==> config.mk <==
export PLATFORM = sky130hd
export DESIGN_NAME = vga_capture_monitor
export DESIGN_NICKNAME = d
export VERILOG_FILES = /design/src/rtl/vga_capture_monitor.sv
export SDC_FILE = /design/constraint.sdc
export NUM_CORES = 1
export LEC_CHECK = 0
export BUFFER_PORTS_ARGS = -buffer_cell sky130_fd_sc_hd__clkbuf_2
export CORE_MARGIN = 4
export CORE_UTILIZATION = 40
export DETAILED_ROUTE_END_ITERATION = 6
export PLACE_DENSITY = 0.7
export SYNTH_ARGS = -nofsm -noshare
export SYNTH_HDL_FRONTEND = slang
export SYNTH_SLANG_ARGS = --single-unit
==> constraint.sdc <==
create_clock -name i_clk -period 10.9 [get_ports i_clk]
set_input_delay 1.635 -clock i_clk [delete_from_list [all_inputs] [get_ports i_clk]]
set_output_delay 1.635 -clock i_clk [all_outputs]
set_load 0.02 [all_outputs]
==> src/rtl/vga_capture_monitor.sv <==
// VGA receive-side monitor: locks to the raster, recovers active-area pixel coordinates,
// flags sync timing errors and reports a per-frame lit-pixel bounding box and count.
module vga_capture_monitor #(
    parameter int HPIXELS = 800,
    parameter int VLINES  = 521,
    parameter int HBP     = 144,
    parameter int HFP     = 784,
    parameter int VBP     = 31,
    parameter int VFP     = 511
) (
    input  logic        i_clk,
    input  logic        i_rst,
    input  logic        i_pix_en,
    input  logic        i_hsync,
    input  logic        i_vsync,
    input  logic [2:0]  i_red,
    input  logic [2:0]  i_green,
    input  logic [1:0]  i_blue,
    output logic        o_locked,
    output logic        o_pix_valid,
    output logic [9:0]  o_pix_x,
    output logic [9:0]  o_pix_y,
    output logic [7:0]  o_pix_rgb,
    output logic        o_frame_done,
    output logic        o_bbox_valid,
    output logic [9:0]  o_bbox_xmin,
    output logic [9:0]  o_bbox_xmax,
    output logic [9:0]  o_bbox_ymin,
    output logic [9:0]  o_bbox_ymax,
    output logic [18:0] o_lit_count,
    output logic        o_err_sync,
    output logic [1:0]  o_state
);

    localparam logic [9:0] L_HLAST = 10'(HPIXELS - 1);
    localparam logic [9:0] L_VLAST = 10'(VLINES - 1);
    localparam logic [9:0] L_HBP   = 10'(HBP);
    localparam logic [9:0] L_HFP   = 10'(HFP);
    localparam logic [9:0] L_VBP   = 10'(VBP);
    localparam logic [9:0] L_VFP   = 10'(VFP);

    typedef enum logic [1:0] {
        S_SEARCH  = 2'd0,
        S_MEASURE = 2'd1,
        S_LOCKED  = 2'd2
    } state_t;

    state_t      r_state;
    state_t      w_state_nxt;

    logic        r_hs_q;
    logic        r_vs_q;
    logic [9:0]  r_hc;
    logic [9:0]  r_vc;

    logic [18:0] r_acc_cnt;
    logic [9:0]  r_acc_xmin;
    logic [9:0]  r_acc_xmax;
    logic [9:0]  r_acc_ymin;
    logic [9:0]  r_acc_ymax;

    logic        w_hfall;
    logic        w_vfall;
    logic [9:0]  w_hc_now;
    logic [9:0]  w_vc_now;
    logic [9:0]  w_px;
    logic [9:0]  w_py;
    logic [7:0]  w_rgb;
    logic        w_viol;
    logic        w_active;
    logic        w_lit;
    logic        w_close;
    logic        w_err;
    logic        w_clr;

    // Every input is qualified by i_pix_en; nothing but the pulses changes on other clocks.
    assign w_hfall = i_pix_en & ~i_hsync & r_hs_q;
    assign w_vfall = i_pix_en & ~i_vsync & r_vs_q;
    assign w_rgb   = {i_red, i_green, i_blue};

    // Coordinates of the sample being taken now; the hfall sample itself is hc=0.
    always_comb begin
        w_hc_now = r_hc + 10'd1;
        w_vc_now = r_vc;
        if (w_hfall) begin
            w_hc_now = '0;
            w_vc_now = w_vfall ? '0 : r_vc + 10'd1;
        end
    end

    assign w_px = w_hc_now - L_HBP;
    assign w_py = w_vc_now - L_VBP;

    always_comb begin
        w_viol = 1'b0;
        if (i_pix_en) begin
            if (w_hfall && r_hc != L_HLAST)                 w_viol = 1'b1;
            if (!w_hfall && r_hc == L_HLAST)                w_viol = 1'b1;
            if (w_vfall && (!w_hfall || r_vc != L_VLAST))   w_viol = 1'b1;
            if (w_hfall && !w_vfall && r_vc == L_VLAST)     w_viol = 1'b1;
        end
    end

    always_ff @(posedge i_clk) begin
        if (i_rst) begin
            r_hs_q <= 1'b0;
            r_vs_q <= 1'b0;
            r_hc   <= '0;
            r_vc   <= '0;
        end else if (i_pix_en) begin
            r_hs_q <= i_hsync;
            r_vs_q <= i_vsync;
            r_hc   <= w_hc_now;
            r_vc   <= w_vc_now;
        end
    end

    always_ff @(posedge i_clk) begin
        if (i_rst) r_state <= S_SEARCH;
        else       r_state <= w_state_nxt;
    end

    always_comb begin
        w_state_nxt = r_state;
        case (r_state)
            S_SEARCH:  if (w_hfall && w_vfall) w_state_nxt = S_MEASURE;
            S_MEASURE: begin
                if (w_viol)       w_state_nxt = S_SEARCH;
                else if (w_vfall) w_state_nxt = S_LOCKED;
            end
            S_LOCKED:  if (w_viol) w_state_nxt = S_SEARCH;
            default:   w_state_nxt = S_SEARCH;
        endcase
    end

    always_comb begin
        w_active = i_pix_en && (r_state == S_LOCKED) &&
                   (w_hc_now >= L_HBP) && (w_hc_now < L_HFP) &&
                   (w_vc_now >= L_VBP) && (w_vc_now < L_VFP);
        w_lit    = w_active && (w_rgb != 8'd0);
        w_close  = (r_state == S_LOCKED) && w_vfall && !w_viol;
        w_err    = (r_state == S_LOCKED) && w_viol;
        w_clr    = w_vfall || w_viol;
    end

    assign o_locked = (r_state == S_LOCKED);
    assign o_state  = r_state;

    // The first lit pixel of a frame seeds all four bounds.
    always_ff @(posedge i_clk) begin
        if (i_rst || w_clr) begin
            r_acc_cnt  <= '0;
            r_acc_xmin <= '0;
            r_acc_xmax <= '0;
            r_acc_ymin <= '0;
            r_acc_ymax <= '0;
        end else if (w_lit) begin
            r_acc_cnt <= r_acc_cnt + 19'd1;
            if (r_acc_cnt == 19'd0) begin
                r_acc_xmin <= w_px;
                r_acc_xmax <= w_px;
                r_acc_ymin <= w_py;
                r_acc_ymax <= w_py;
            end else begin
                if (w_px < r_acc_xmin) r_acc_xmin <= w_px;
                if (w_px > r_acc_xmax) r_acc_xmax <= w_px;
                if (w_py < r_acc_ymin) r_acc_ymin <= w_py;
                if (w_py > r_acc_ymax) r_acc_ymax <= w_py;
            end
        end
    end

    always_ff @(posedge i_clk) begin
        if (i_rst) begin
            o_pix_valid  <= 1'b0;
            o_pix_x      <= '0;
            o_pix_y      <= '0;
            o_pix_rgb    <= '0;
            o_frame_done <= 1'b0;
            o_err_sync   <= 1'b0;
            o_bbox_valid <= 1'b0;
            o_bbox_xmin  <= '0;
            o_bbox_xmax  <= '0;
            o_bbox_ymin  <= '0;
            o_bbox_ymax  <= '0;
            o_lit_count  <= '0;
        end else begin
            o_pix_valid  <= w_active;
            o_frame_done <= w_close;
            o_err_sync   <= w_err;
            if (w_active) begin
                o_pix_x   <= w_px;
                o_pix_y   <= w_py;
                o_pix_rgb <= w_rgb;
            end
            if (w_close) begin
                o_bbox_valid <= (r_acc_cnt != 19'd0);
                o_bbox_xmin  <= r_acc_xmin;
                o_bbox_xmax  <= r_acc_xmax;
                o_bbox_ymin  <= r_acc_ymin;
                o_bbox_ymax  <= r_acc_ymax;
                o_lit_count  <= r_acc_cnt;
            end
        end
    end

endmodule

* Word level (Yosys, flattened, before mapping)
Index checks and enable logic that the tools add are counted.
Widths: inputs -> output; s select.
** Word-level totals
- Flip-flop bits (word level) :: 174
- Bits of input ports :: 13
- Word-level logic and storage cells :: 105
- Output and inout port bits :: 94
** Operators by class
- Add/subtract/negate cells :: 5
- Mux-type cells :: 21
- Reduce and logical (&&, ||, !) cells :: 34
- Bitwise operators :: 6
- Eq/ne operators :: 9
- Magnitude comparators :: 8
** Operator list (number)
- $mux 10 :: 11
- $add 10x1->10 const B :: 2
- $eq 10x10->1 const B :: 2
- $gt 10x10->1 :: 2
- $lt 10x10->1 :: 2
- $ne 10x10->1 const B :: 2
- $add 19x1->19 const B :: 1
- $logic_not 19->1 :: 1
- $reduce_bool 19->1 :: 1
- $logic_and 1x1->1 :: 15
- $ge 10x5->1 const B :: 1
- $ge 10x8->1 const B :: 1
- $lt 10x10->1 const B :: 1
- $lt 10x9->1 const B :: 1
- $sub 10x5->10 const B :: 1
- $sub 10x8->10 const B :: 1
- $mux 2 :: 4
- $reduce_and 2->1 :: 4
- $reduce_bool 2->1 :: 4
- $reduce_bool 8->1 :: 1
- $pmux 2 s3 :: 1
- $mux 1 :: 5
- $and 1x1->1 :: 4
- $logic_not 1->1 :: 3
- 9 further kinds :: 12

* Logic depth before layout (Yosys ltp)
Gate-level depths: netlist (run 1).
- Depth in word-level cells :: 11
- Gate-level depth with buffers :: 19
- Gate-level depth less buffers :: 17

* Worst setup path after synthesis (run 1)
OpenSTA, ideal clock, no wires.
- Path kind :: input to register
- Start :: in i_hsync
- End :: reg r_acc_ymin[3]
- Arrival :: 4.871 ns
- Path slack :: 5.901 ns
- Stages :: 18
- Library setup time :: 0.128 ns
- Data required time :: 10.772 ns
- Path through :: and3b_1 > buf_4 > clkbuf_1 > nand3_1 > o21ai_0 > ha_1 > and4bb_4 > nor2b_1 > xnor2_1 > ha_1 > and4_1 > nand2_1 > a31oi_1 > a211o_1 > nor4_1 > buf_4 > mux2i_1 > nor2_1
** Between the ends
- Elaborated cells on any way between the ends :: 34
- Classes of those cells :: 1 x add/sub; 5 x order compare; 9 x mux; 3 x bitwise; 16 x reduce/logical
** RTL lines
- from (decl) :: line 14 : input logic i_hsync,
- $not 1->1 :: line 77 : assign w_hfall = i_pix_en & ~i_hsync & r_hs_q;
- $and 1x1->1 (2 in series) :: line 77
- $mux 10 :: line 85 : if (w_hfall) begin
- named net w_vc_now[1] :: line 65 : logic [9:0] w_vc_now;
- $sub 10x5->10 :: line 92 : assign w_py = w_vc_now - L_VBP;
- named net w_py[8] :: line 67 : logic [9:0] w_py;
- $lt 10x10->1 :: line 167 : if (w_py < r_acc_ymin) r_acc_ymin <= w_py;
- $reduce_bool 2->1 (no line)
- $reduce_and 2->1 (no line)
- to (signal assigned) :: line 162 : r_acc_ymin <= w_py;
- to (signal assigned) :: line 167
- to (decl) :: line 59 : logic [9:0] r_acc_ymin;
The timed path passes the listed nets, and every way through them passes these cells. The select of a mux whose other input is x is not followed.
A chain may end at the register's enable or synchronous reset.

* Worst setup path after layout (run 1)
- Start :: in i_pix_en
- End :: reg r_acc_ymax[4]
** Between the ends
- Elaborated cells on any way between the ends :: 38
- Classes of those cells :: 1 x add/sub; 5 x order compare; 10 x mux; 4 x bitwise; 18 x reduce/logical
** RTL lines
- from (decl) :: line 13 : input logic i_pix_en,
- $and 1x1->1 (2 in series) :: line 78 : assign w_vfall = i_pix_en & ~i_vsync & r_vs_q;
- $mux 10 :: line 87 : w_vc_now = w_vfall ? '0 : r_vc + 10'd1;
- $mux 10 (*) :: line 85
- $sub 10x5->10 (*) :: line 92
- named net w_py[9] :: line 67
- $gt 10x10->1 (*) :: line 168 : if (w_py > r_acc_ymax) r_acc_ymax <= w_py;
- $reduce_bool 2->1 (no line) (*)
- $reduce_and 2->1 (no line) (*)
- to (signal assigned) :: line 163 : r_acc_ymax <= w_py;
- to (signal assigned) :: line 168
- to (decl) :: line 60 : logic [9:0] r_acc_ymax;
Mark *: on every way through the listed nets, which the timed path passes. The rest lies on a longest branch. The select of a mux whose other input is x is not followed.

==> results of run 1 <==
==> routing by layer <==
layer / up-vias / share of wire (%)
li1: 3830 / -
met1: 3570 / 47
met2: 176 / 46
met3: 30 / 5.5
met4: 0 / 1.9
met5: - / 0
==> stage by stage <==
step | cells | cell area (um^2) | hold WS [ns]
floorplan | 1065 | 8680 | 0.432
global placement | 1388 | 9330 | 0.443
detailed placement | 1388 | 9330 | 0.447
CTS | 1419 | 9970 | 0.456
global route | 1419 | 9970 | 0.469
finish | 1419 | 9970 | 0.453
==> power by group <==
part | internal [uW] | total (uW) | switching, uW
sequential | 637 | 639 | 1.79
clock | 413 | 665 | 252
combinational | 10.6 | 37.3 | 26.7
==> flip-flops by register name, indices dropped and copies added, names as in the netlist <==
register / flops
r_hs_q: 1
o_pix_valid: 1
o_bbox_ymax: 10
r_vs_q: 1
r_hc: 10
o_frame_done: 1
o_bbox_xmin: 10
o_pix_y: 10
r_vc: 10
o_bbox_ymin: 10
o_bbox_valid: 1
o_lit_count: 19
r_acc_xmax: 10
r_acc_xmin: 10
o_pix_rgb: 8
o_bbox_xmax: 10
r_acc_ymin: 10
o_pix_x: 10
r_acc_ymax: 10
o_err_sync: 1
o_state: 2
r_acc_cnt: 19
==> worst max-delay path: cells and delay by family <==
family	cells	cell delay (ns)
buf+inv	1	0.42
mux	1	0.35
xor+xnor	1	0.24
fa+ha+maj	1	0.35
compound gates	3	0.86
simple gates	9	2.62
==> cells in the mapped netlist, types with 4 or more instances <==
| library cell | n | area share (%) |
|---|---|---|
| a21oi_1 | 126 | 7.3 |
| xor2_1 | 10 | 1.0 |
| buf_4 | 7 | 0.61 |
| and2_1 | 8 | 0.58 |
| nor2b_1 | 6 | 0.43 |
| a211oi_1 | 8 | 0.69 |
| ha_1 | 46 | 6.6 |
| dfxtp_1 | 174 | 40 |
| nor4_1 | 6 | 0.43 |
| o21ai_0 | 20 | 1.2 |
| inv_1 | 56 | 2.4 |
| mux2i_1 | 34 | 3.9 |
| buf_2 | 22 | 1.3 |
| and3_1 | 7 | 0.50 |
| nor3_1 | 23 | 1.3 |
| or3_1 | 5 | 0.36 |
| nand2_1 | 200 | 8.6 |
| o31ai_1 | 21 | 1.8 |
| a31oi_1 | 4 | 0.29 |
| nand4_1 | 17 | 1.2 |
| nor2_1 | 85 | 3.7 |
| nand3b_1 | 6 | 0.52 |
| nand2b_1 | 4 | 0.29 |
| nand3_1 | 32 | 1.8 |
| clkbuf_1 | 33 | 1.4 |
| or4_1 | 15 | 1.3 |
| xnor2_1 | 16 | 1.6 |
| a21o_1 | 4 | 0.35 |
==> cell type report <==
class                   instances  area [um^2]  area share (%)
well taps                     275          344            3.45
repair buffers                114          593            5.95
multi-input cells             769         4700            47.1
inverters                      56          210            2.11
clock inverters                 9          185            1.86
flip-flops and latches        174         3480            34.9
clock buffers                  22          454            4.56
==> path summary, 6_finish.rpt <==
| check | to |
|---|---|
| min reg2reg | o_pix_rgb[7] |
| min | o_pix_rgb[7] |
| max reg2reg | r_acc_ymax[4] |
| max | r_acc_ymax[4] |
==> kinds of logic after synthesis <==
family                   after synthesis  synth area share, %
flip-flops                           174                 40.1
adder cells (fa/ha/maj)               46                 6.63
XOR/XNOR                              26                 2.62
AO/OA/AOI/OAI                        220                 15.9
buffers and inverters                122                 6.07
multiplexers                          35                 4.05
AND/OR/NAND/NOR                      442                 24.7
==> flow_metrics.py, run 1 <==
metrics = {
    "worst_hold_path": {
        "hp-class": "flip-flop to flip-flop",
        "hold_start": "o_pix_rgb[7]",
        "min_path_cells": 2,
    },
    "cts": {
        "clk_path_buf_depth": 2,
        "cts_resized": 0,
        "clk_pin_slew_ns": 0.07,
        "htreeDepth": 4,
        "ctsHoldBuffers": 0,
        "numCtsBuffers": 17,
        "clock_sinks": 174,
        "cts_root_buf": "clkbuf_16",
        "cts_tree": "done",
        "clk_latency_ns": 0.43,
        "postCtsSetupBuffers": 0,
    },
    "synthesis": {
        "ys.flop_type": "dfxtp_1",
        "seq_area_frac_synth_pct": 40.1,
        "synth-edff-count": 0,
        "synth_cell_types": 77,
        "syn_area_mm2": 0.00868,
        "synth_area_per_cell_um2": 8.15,
        "synth_fp_nets": 1124,
        "yosys_warnings": 0,
        "async_flop_share_pct": 0,
        "syn_inst": 1065,
        "ys_ff_latch": 174,
    },
    "critical_path": {
        "worstPathCellList": "clkbuf_2 -> nand3b_1 -> or2_1 -> o311ai_0 -> nand4_1 -> nand3_1 -> xnor2_1 -> ha_1 -> nand4_1 -> nor3_1 -> a21oi_1 -> nor2_1 -> a21oi_1 -> nand4_1 -> mux2i_1 -> nor2_1",
        "required_ns": 11.20,
        "end_kind": "flip-flop",
        "setup.worst_path.class": "input port to flip-flop",
        "crit_top_cell": "nand4_1",
        "critPathSlowestCell": "nand3b_1",
        "startpoint": "i_pix_en",
        "reg2reg_from": "r_hs_q",
        "cpPeakStageDelay_ns": 0.73,
        "worstSetupStartpointType": "input port",
        "worstPathMaxFanout": 23,
        "ff2ff_path_depth": 15,
        "cp.arrival_ns": 6.50,
        "r2r_setup_slack_ns": 6.10,
    },
    "power": {
        "p_total_uw": 1340,
        "peakVddDrop_v": 0.000100,
        "p_per_area_mw_per_mm2": 135,
        "cellLeakagePower_uw": 0.00373,
    },
    "layout": {
        "n_antenna_cell": 0,
        "finalNetCount": 1191,
        "finish.utilization_pct": 47.1,
        "drive_above_1_share_pct": 15.5,
        "layout_commonest_cell": "nand2_1",
        "final_cell_mix": "nand2_1, dfxtp_1, a21oi_1",
        "n_fill_cell": 2053,
        "area_growth_pct": 14.8,
    },
    "global_route": {
        "gr-total-overflow": 0,
        "use_met3_pct": 4.37,
        "grt-busiest-layer": "met2",
        "grt_use_total_pct": 18.5,
        "antenna_found_initial": 0,
        "grt_use_met1_pct": 24.4,
        "grt_max_degree": 65,
        "grtUsageMet2_pct": 30.1,
        "grt_pass1_wl_um": 36500,
        "grt_pass1_vias": 7207,
    },
    "place": {
        "gp_congestion": 0.853,
        "dp_hpwl_um": 15300,
        "io_buffers": 106,
        "dpl_worst_slack_ns": 4.26,
    },
    "floorplan": {
        "die-area_mm2": 0.0241,
        "fp.coreArea_mm2": 0.0212,
        "start_util_pct": 41.0,
        "floorplan.rows": 53,
        "fp.dieH_um": 155,
        "die_w_um": 155,
        "ios": 107,
    },
    "timing": {
        "setup_viol": 0,
        "relSlewSlack_pct": 18.9,
        "maxSlewViolCount": 0,
        "worstMarginPinSlew_ns": 1.21,
        "period_share_pct": 56.8,
        "finalCriticalPeriod_ns": 6.19,
        "rsz0062_at_grt": "false",
        "fmax_mhz": 161,
        "setup_tns_ns": 0,
        "clock_skew_ns": 0.00949,
        "hold_viol": 0,
        "worst_slack_ns": 4.71,
    },
    "routing": {
        "wl_per_cell_um": 15.4,
        "routed_wirelength_um": 21800,
        "drtPass1Iterations": 4,
        "drt_iter0_drc": 454,
        "drc": 0,
        "vias_per_cell": 5.36,
        "ant_nets": 0,
        "via_count": 7606,
    },
    "outcome": {
        "outcome": "complete, no violations",
    },
    "flow_run": {
        "drv_cap": 0,
    },
}
No activity file was read; power rests on OpenSTA's default activity.
==> inputs of run 2 (changes only) <==
- PLACE_DENSITY: 0.7 -> 0.72
- clock period: 10.9 -> 5.1 ns (I/O delays scaled with it)
==> run 2 against run 1 <==
Compared with the run above: final area is 0.63% higher; first-iteration DRC count up 18%; sequential share of layout area decreased by 0.22 points; clock power is 100% higher; worst hold slack worse by 0.0011 ns; non-clock buffer count rose by 14; critical path type is now flip-flop to flip-flop; critical endpoint is now r_acc_xmin[9]; largest cell class unchanged.
==> flow_metrics.py, run 2 (synthesized netlist as in run 1, its figures left out) <==
metrics = {
    "routing": {
        "via_count": 7677,
        "drc": 0,
        "drt_iter0_drc": 536,
        "ant_nets": 0,
        "routed_wirelength_um": 22200,
        "vias_per_cell": 5.35,
        "wl_per_cell_um": 15.5,
        "drtPass1Iterations": 5,
    },
    "cts": {
        "clk_latency_ns": 0.44,
        "clk_path_buf_depth": 2,
        "htreeDepth": 4,
        "postCtsSetupBuffers": 0,
        "cts_resized": 0,
        "cts_tree": "done",
        "numCtsBuffers": 17,
        "clk_pin_slew_ns": 0.07,
        "cts_root_buf": "clkbuf_16",
        "clock_sinks": 174,
        "ctsHoldBuffers": 0,
    },
    "power": {
        "peakVddDrop_v": 0.000213,
        "cellLeakagePower_uw": 0.00377,
        "p_per_area_mw_per_mm2": 277,
    },
    "layout": {
        "drive_above_1_share_pct": 16.8,
        "stdcell_area_mm2": 0.0100,
        "final_cell_mix": "nand2_1, dfxtp_1, a21oi_1",
        "fin_cells": 1434,
        "layout_commonest_cell": "nand2_1",
        "n_antenna_cell": 0,
        "reg.largest.list": "o_lit_count (19), r_acc_cnt (19)",
        "finalNetCount": 1205,
        "area_growth_pct": 15.5,
    },
    "worst_hold_path": {
        "min_path_cells": 2,
        "hp-class": "flip-flop to flip-flop",
        "hold_start": "o_bbox_ymax[1]",
        "holdPathEnd": "o_bbox_ymax[1]",
    },
    "timing": {
        "maxSlewViolCount": 0,
        "period_share_pct": 83.7,
        "clock_skew_ns": 0.0139,
        "worst_slack_ns": 0.830,
        "setup_viol": 0,
        "whs_ns": 0.452,
        "finalCriticalPeriod_ns": 4.27,
        "hold_viol": 0,
        "setup_tns_ns": 0,
        "fmax_mhz": 234,
        "worstMarginPinSlew_ns": 1.17,
        "rsz0062_at_grt": "false",
        "relSlewSlack_pct": 21.9,
    },
    "global_route": {
        "grt_pass1_wl_um": 36600,
        "grt_use_total_pct": 18.5,
        "grt_max_degree": 111,
        "antenna_found_initial": 0,
        "gr-total-overflow": 0,
        "grt_pass1_vias": 7263,
    },
    "critical_path": {
        "worstPathCellList": "ha_1 -> nand3_1 -> xor2_1 -> nor2_1 -> inv_1 -> ha_1 -> inv_1 -> o21ai_0 -> xnor2_1 -> ha_1 -> o21a_1 -> nor2_1 -> a311o_1 -> nand2_1 -> nor4_4 -> buf_4 -> mux2i_1 -> nor2_1",
        "cp.arrival_ns": 4.59,
        "r2r_end": "r_acc_xmin[9]",
        "reg2reg_from": "r_hc[0]",
        "required_ns": 5.42,
        "critPathSlowestCell": "dfxtp_1",
        "end_kind": "flip-flop",
        "r2r_setup_slack_ns": 0.83,
        "cp_top_family": "adder cells",
        "cpPeakStageDelay_ns": 0.47,
        "worstSetupStartpointType": "flip-flop",
        "worstPathMaxFanout": 13,
        "setup.worst_path.class": "flip-flop to flip-flop",
        "ff2ff_path_depth": 18,
        "crit_buf_inv": 3,
    },
    "place": {
        "dpl_cell_area_mm2": 0.00943,
        "dp_hpwl_um": 15800,
        "gp_congestion": 0.891,
        "dpl.cell_count": 1402,
        "io_buffers": 106,
        "dpl_worst_slack_ns": 0.538,
    },
    "floorplan": {
        "ios": 107,
        "die-area_mm2": 0.0241,
        "fp.dieH_um": 155,
        "floorplan.rows": 53,
        "die_w_um": 155,
        "start_util_pct": 41.0,
        "fp.coreArea_mm2": 0.0212,
    },
    "flow_run": {
        "drv_cap": 0,
    },
    "outcome": {
        "outcome": "complete, no violations",
    },
}
-- run 2: worst max-delay path by stage --
stage	to	slack [ns]	cells after the start	from
2_1_floorplan	r_acc_ymin[3]	0.97	18	i_hsync
3_3_place_gp	r_acc_ymin[2]	0.64	16	i_pix_en
3_5_place_dp	r_acc_ymin[6]	0.54	16	i_pix_en
4_1_cts	r_acc_xmax[2]	0.88	17	r_hc[0]
5_1_grt	r_acc_xmin[9]	0.43	18	r_hc[0]
6_report	r_acc_xmin[9]	0.83	18	r_hc[0]
-- run 2: layout make-up --
class                   count  area (um^2)
multi-input cells         769         4700
clock buffers              19          443
flip-flops and latches    174         3480
repair buffers            128          698
clock inverters            13          154
fillers                  1998        11100
inverters                  56          210
well taps                 275          344
-- run 2: worst min-delay path, stage by stage (launching register included) --
cell and delay [ns]:
dfxtp_1 0.31, nand2_1 0.05, a21oi_1 0.05
-- run 2: through the flow --
stage	util, %	power [uW]
floorplan	-	1450
global placement	44.6	1480
detailed placement	44.6	1480
CTS	47.4	2800
global route	47.4	2860
finish	47.4	2780
-- run 2: report_power, final --
group / internal (uW) / switching, uW / total (uW)
logic: 25.0 / 57.8 / 82.7
clock network: 748 / 581 / 1330
registers: 1360 / 3.52 / 1360
-- run 2: per-layer routing --
metal	global-route usage, %	vias up	share of wire [%]
met4	7.46	0	2.9
li1	-	3852	-
met5	0	-	0
met3	4.59	37	5.3
met1	23.9	3601	45
met2	29.6	187	47
==> inputs of run 3 (changes only) <==
- PLACE_DENSITY: 0.72 -> 0.7
- clock period: 5.1 -> 4.4 ns (I/O delays scaled with it)
==> run 3 against run 2 <==
Compared with the run above: clock-buffer cell count unchanged; final area increased by 0.95%; die area unchanged; clock power increased by 12%; critical path type is now input port to flip-flop; critical endpoint is now r_acc_ymin[3].
==> flow_metrics.py, run 3 (synthesized netlist as in run 1, its figures left out) <==
metrics = {
    "floorplan": {
        "die-area_mm2": 0.0241,
        "ios": 107,
        "start_util_pct": 41.0,
        "fp.dieH_um": 155,
        "die_w_um": 155,
        "floorplan.rows": 53,
        "fp.coreArea_mm2": 0.0212,
    },
    "power": {
        "p_comb_share_pct": 3.0,
        "p_int_uw": 2410,
        "pwr-share-clk_pct": 47.0,
        "cellLeakagePower_uw": 0.00384,
        "power_frac_seq_pct": 50.0,
        "p_sw_uw": 753,
        "switching_share_pct": 23.8,
        "p_per_area_mw_per_mm2": 313,
        "peakVddDrop_v": 0.000218,
    },
    "layout": {
        "area_growth_pct": 16.6,
        "n_fill_cell": 2070,
        "final_cell_mix": "nand2_1, dfxtp_1, a21oi_1",
        "layout_commonest_cell": "nand2_1",
        "finalNetCount": 1218,
        "drive_above_1_share_pct": 17.9,
        "register_area_mm2": 0.00348,
        "reg.largest.list": "o_lit_count (19), r_acc_cnt (19)",
        "stdcell_area_mm2": 0.0101,
        "multi_input_area_mm2": 0.00471,
    },
    "timing": {
        "setup_viol": 0,
        "maxSlewViolCount": 0,
        "finalCriticalPeriod_ns": 4.06,
        "clock_skew_ns": 0.0129,
        "relSlewSlack_pct": 53.1,
        "hold_viol": 0,
        "worstMarginPinSlew_ns": 0.703,
        "period_share_pct": 92.4,
        "rsz0062_at_grt": "false",
        "fmax_mhz": 246,
        "setup_tns_ns": 0,
    },
    "place": {
        "gp_congestion": 0.901,
        "io_buffers": 106,
        "dp_hpwl_um": 16100,
        "dpl_cell_area_mm2": 0.00954,
    },
    "routing": {
        "ant_nets": 0,
        "wl_per_cell_um": 15.5,
        "vias_per_cell": 5.34,
        "routed_wirelength_um": 22400,
        "via_count": 7731,
        "drtPass1Iterations": 4,
        "drc": 0,
        "drt_iter0_drc": 365,
    },
    "worst_hold_path": {
        "min_path_cells": 2,
        "holdPathEnd": "o_bbox_xmin[7]",
        "hp-class": "flip-flop to flip-flop",
        "hold_start": "o_bbox_xmin[7]",
    },
    "critical_path": {
        "setup.worst_path.class": "input port to flip-flop",
        "startpoint": "i_pix_en",
        "required_ns": 4.71,
        "ff2ff_path_depth": 15,
        "cp.arrival_ns": 4.38,
        "worstPathMaxFanout": 12,
        "end_kind": "flip-flop",
        "r2r_end": "r_acc_ymin[3]",
        "r2r_setup_slack_ns": 0.39,
        "reg2reg_from": "r_hs_q",
        "worstSetupStartpointType": "input port",
    },
    "cts": {
        "postCtsSetupBuffers": 0,
        "clk_path_buf_depth": 2,
        "htreeDepth": 4,
        "numCtsBuffers": 17,
        "cts_root_buf": "clkbuf_16",
        "clk_pin_slew_ns": 0.07,
        "ctsHoldBuffers": 0,
        "clk_latency_ns": 0.44,
        "clock_sinks": 174,
        "cts_tree": "done",
    },
    "global_route": {
        "grt_max_degree": 58,
        "grt_use_total_pct": 18.5,
        "grt_pass1_vias": 7443,
        "grt_pass1_wl_um": 36900,
        "gr-total-overflow": 0,
        "antenna_found_initial": 0,
    },
    "flow_run": {
        "drv_cap": 0,
    },
    "outcome": {
        "outcome": "complete, no violations",
    },
}
==> run 3: cell count changes in the layout (fill, tap and decap cells not counted), sizes merged <==
cell / previous run / this run
bufinv: 2 / 1
clkinvlp: 3 / 2
diode: 0 / 1
inv: 62 / 61
buf: 23 / 36
clkinv: 2 / 5
==> run 3: cell type report <==
class / count / share of cell area [%]
clock buffer: 19 / 4.37
sequential: 174 / 34.4
inverter: 56 / 2.08
multi-input combinational: 769 / 46.5
timing repair buffer: 141 / 7.98
clock inverter: 13 / 1.25
tap: 275 / 3.40
antenna: 1 / 0.0247
==> run 3: worst max path at each step <==
stage / slack (ns) / cells after the start / to
finish: 0.34 / 16 / r_acc_ymin[3]
CTS: 0.15 / 13 / r_acc_xmax[2]
detailed placement: -0.06 / 16 / r_acc_ymin[3]
floorplan: 0.38 / 18 / r_acc_ymin[3]
global placement: 0.15 / 16 / r_acc_ymin[1]
global route: 0.03 / 16 / r_acc_ymin[0]
==> run 3: worst max-delay path: stages <==
cell      delay, ns
clkbuf_2       0.16
nand3b_1       0.38
or2_1          0.39
o311ai_0       0.47
nand4_1        0.26
nand3_1        0.17
xnor2_1        0.20
ha_1           0.33
and4_1         0.23
nand2_1        0.07
a31oi_1        0.08
a211o_1        0.31
nor4_2         0.13
buf_4          0.25
mux2i_1        0.23
nor2_1         0.05
==> run 3: through the flow <==
stage / total power [uW] / util, % / hold WS, ns / setup slack [ns] / cells
floorplan: 1680 / - / 0.432 / 0.376 / 1065
global placement: 1710 / 45.1 / 0.442 / 0.150 / 1415
detailed placement: 1710 / 45.1 / 0.446 / -0.0626 / 1415
CTS: 3190 / 47.8 / 0.448 / 0.147 / 1447
global route: 3270 / 47.9 / 0.463 / 0.0315 / 1447
finish: 3160 / 47.9 / 0.454 / 0.336 / 1448
==> run 3: what timing repair did <==
| item | 4_1_cts | 5_1_grt |
|---|---|---|
| gates resized for setup | 0 | 2 |
| hold endpoints to repair | 0 | 0 |
| endpoints found under the setup margin | 0 | 14 |
==> run 3: layer usage <==
| layer | GRT usage [%] | share of wire [%] | wire [um] |
|---|---|---|---|
| met1 | 23.7 | 46 | 10200 |
| met2 | 30.4 | 47 | 10600 |
| met3 | 3.87 | 4.6 | 1030 |
| met4 | 7.54 | 2.6 | 590 |
| met5 | 0 | 0 | 0 |
==> run 3: power groups by stage <==
stage	sequential [uW]	combinational [uW]	clock (uW)
after floorplan	1620	65.3	0
after global placement	1620	93.5	0
after detailed placement	1620	95.0	0
after CTS	1580	95.3	1510
after global routing	1580	104	1580
final	1580	95.3	1490
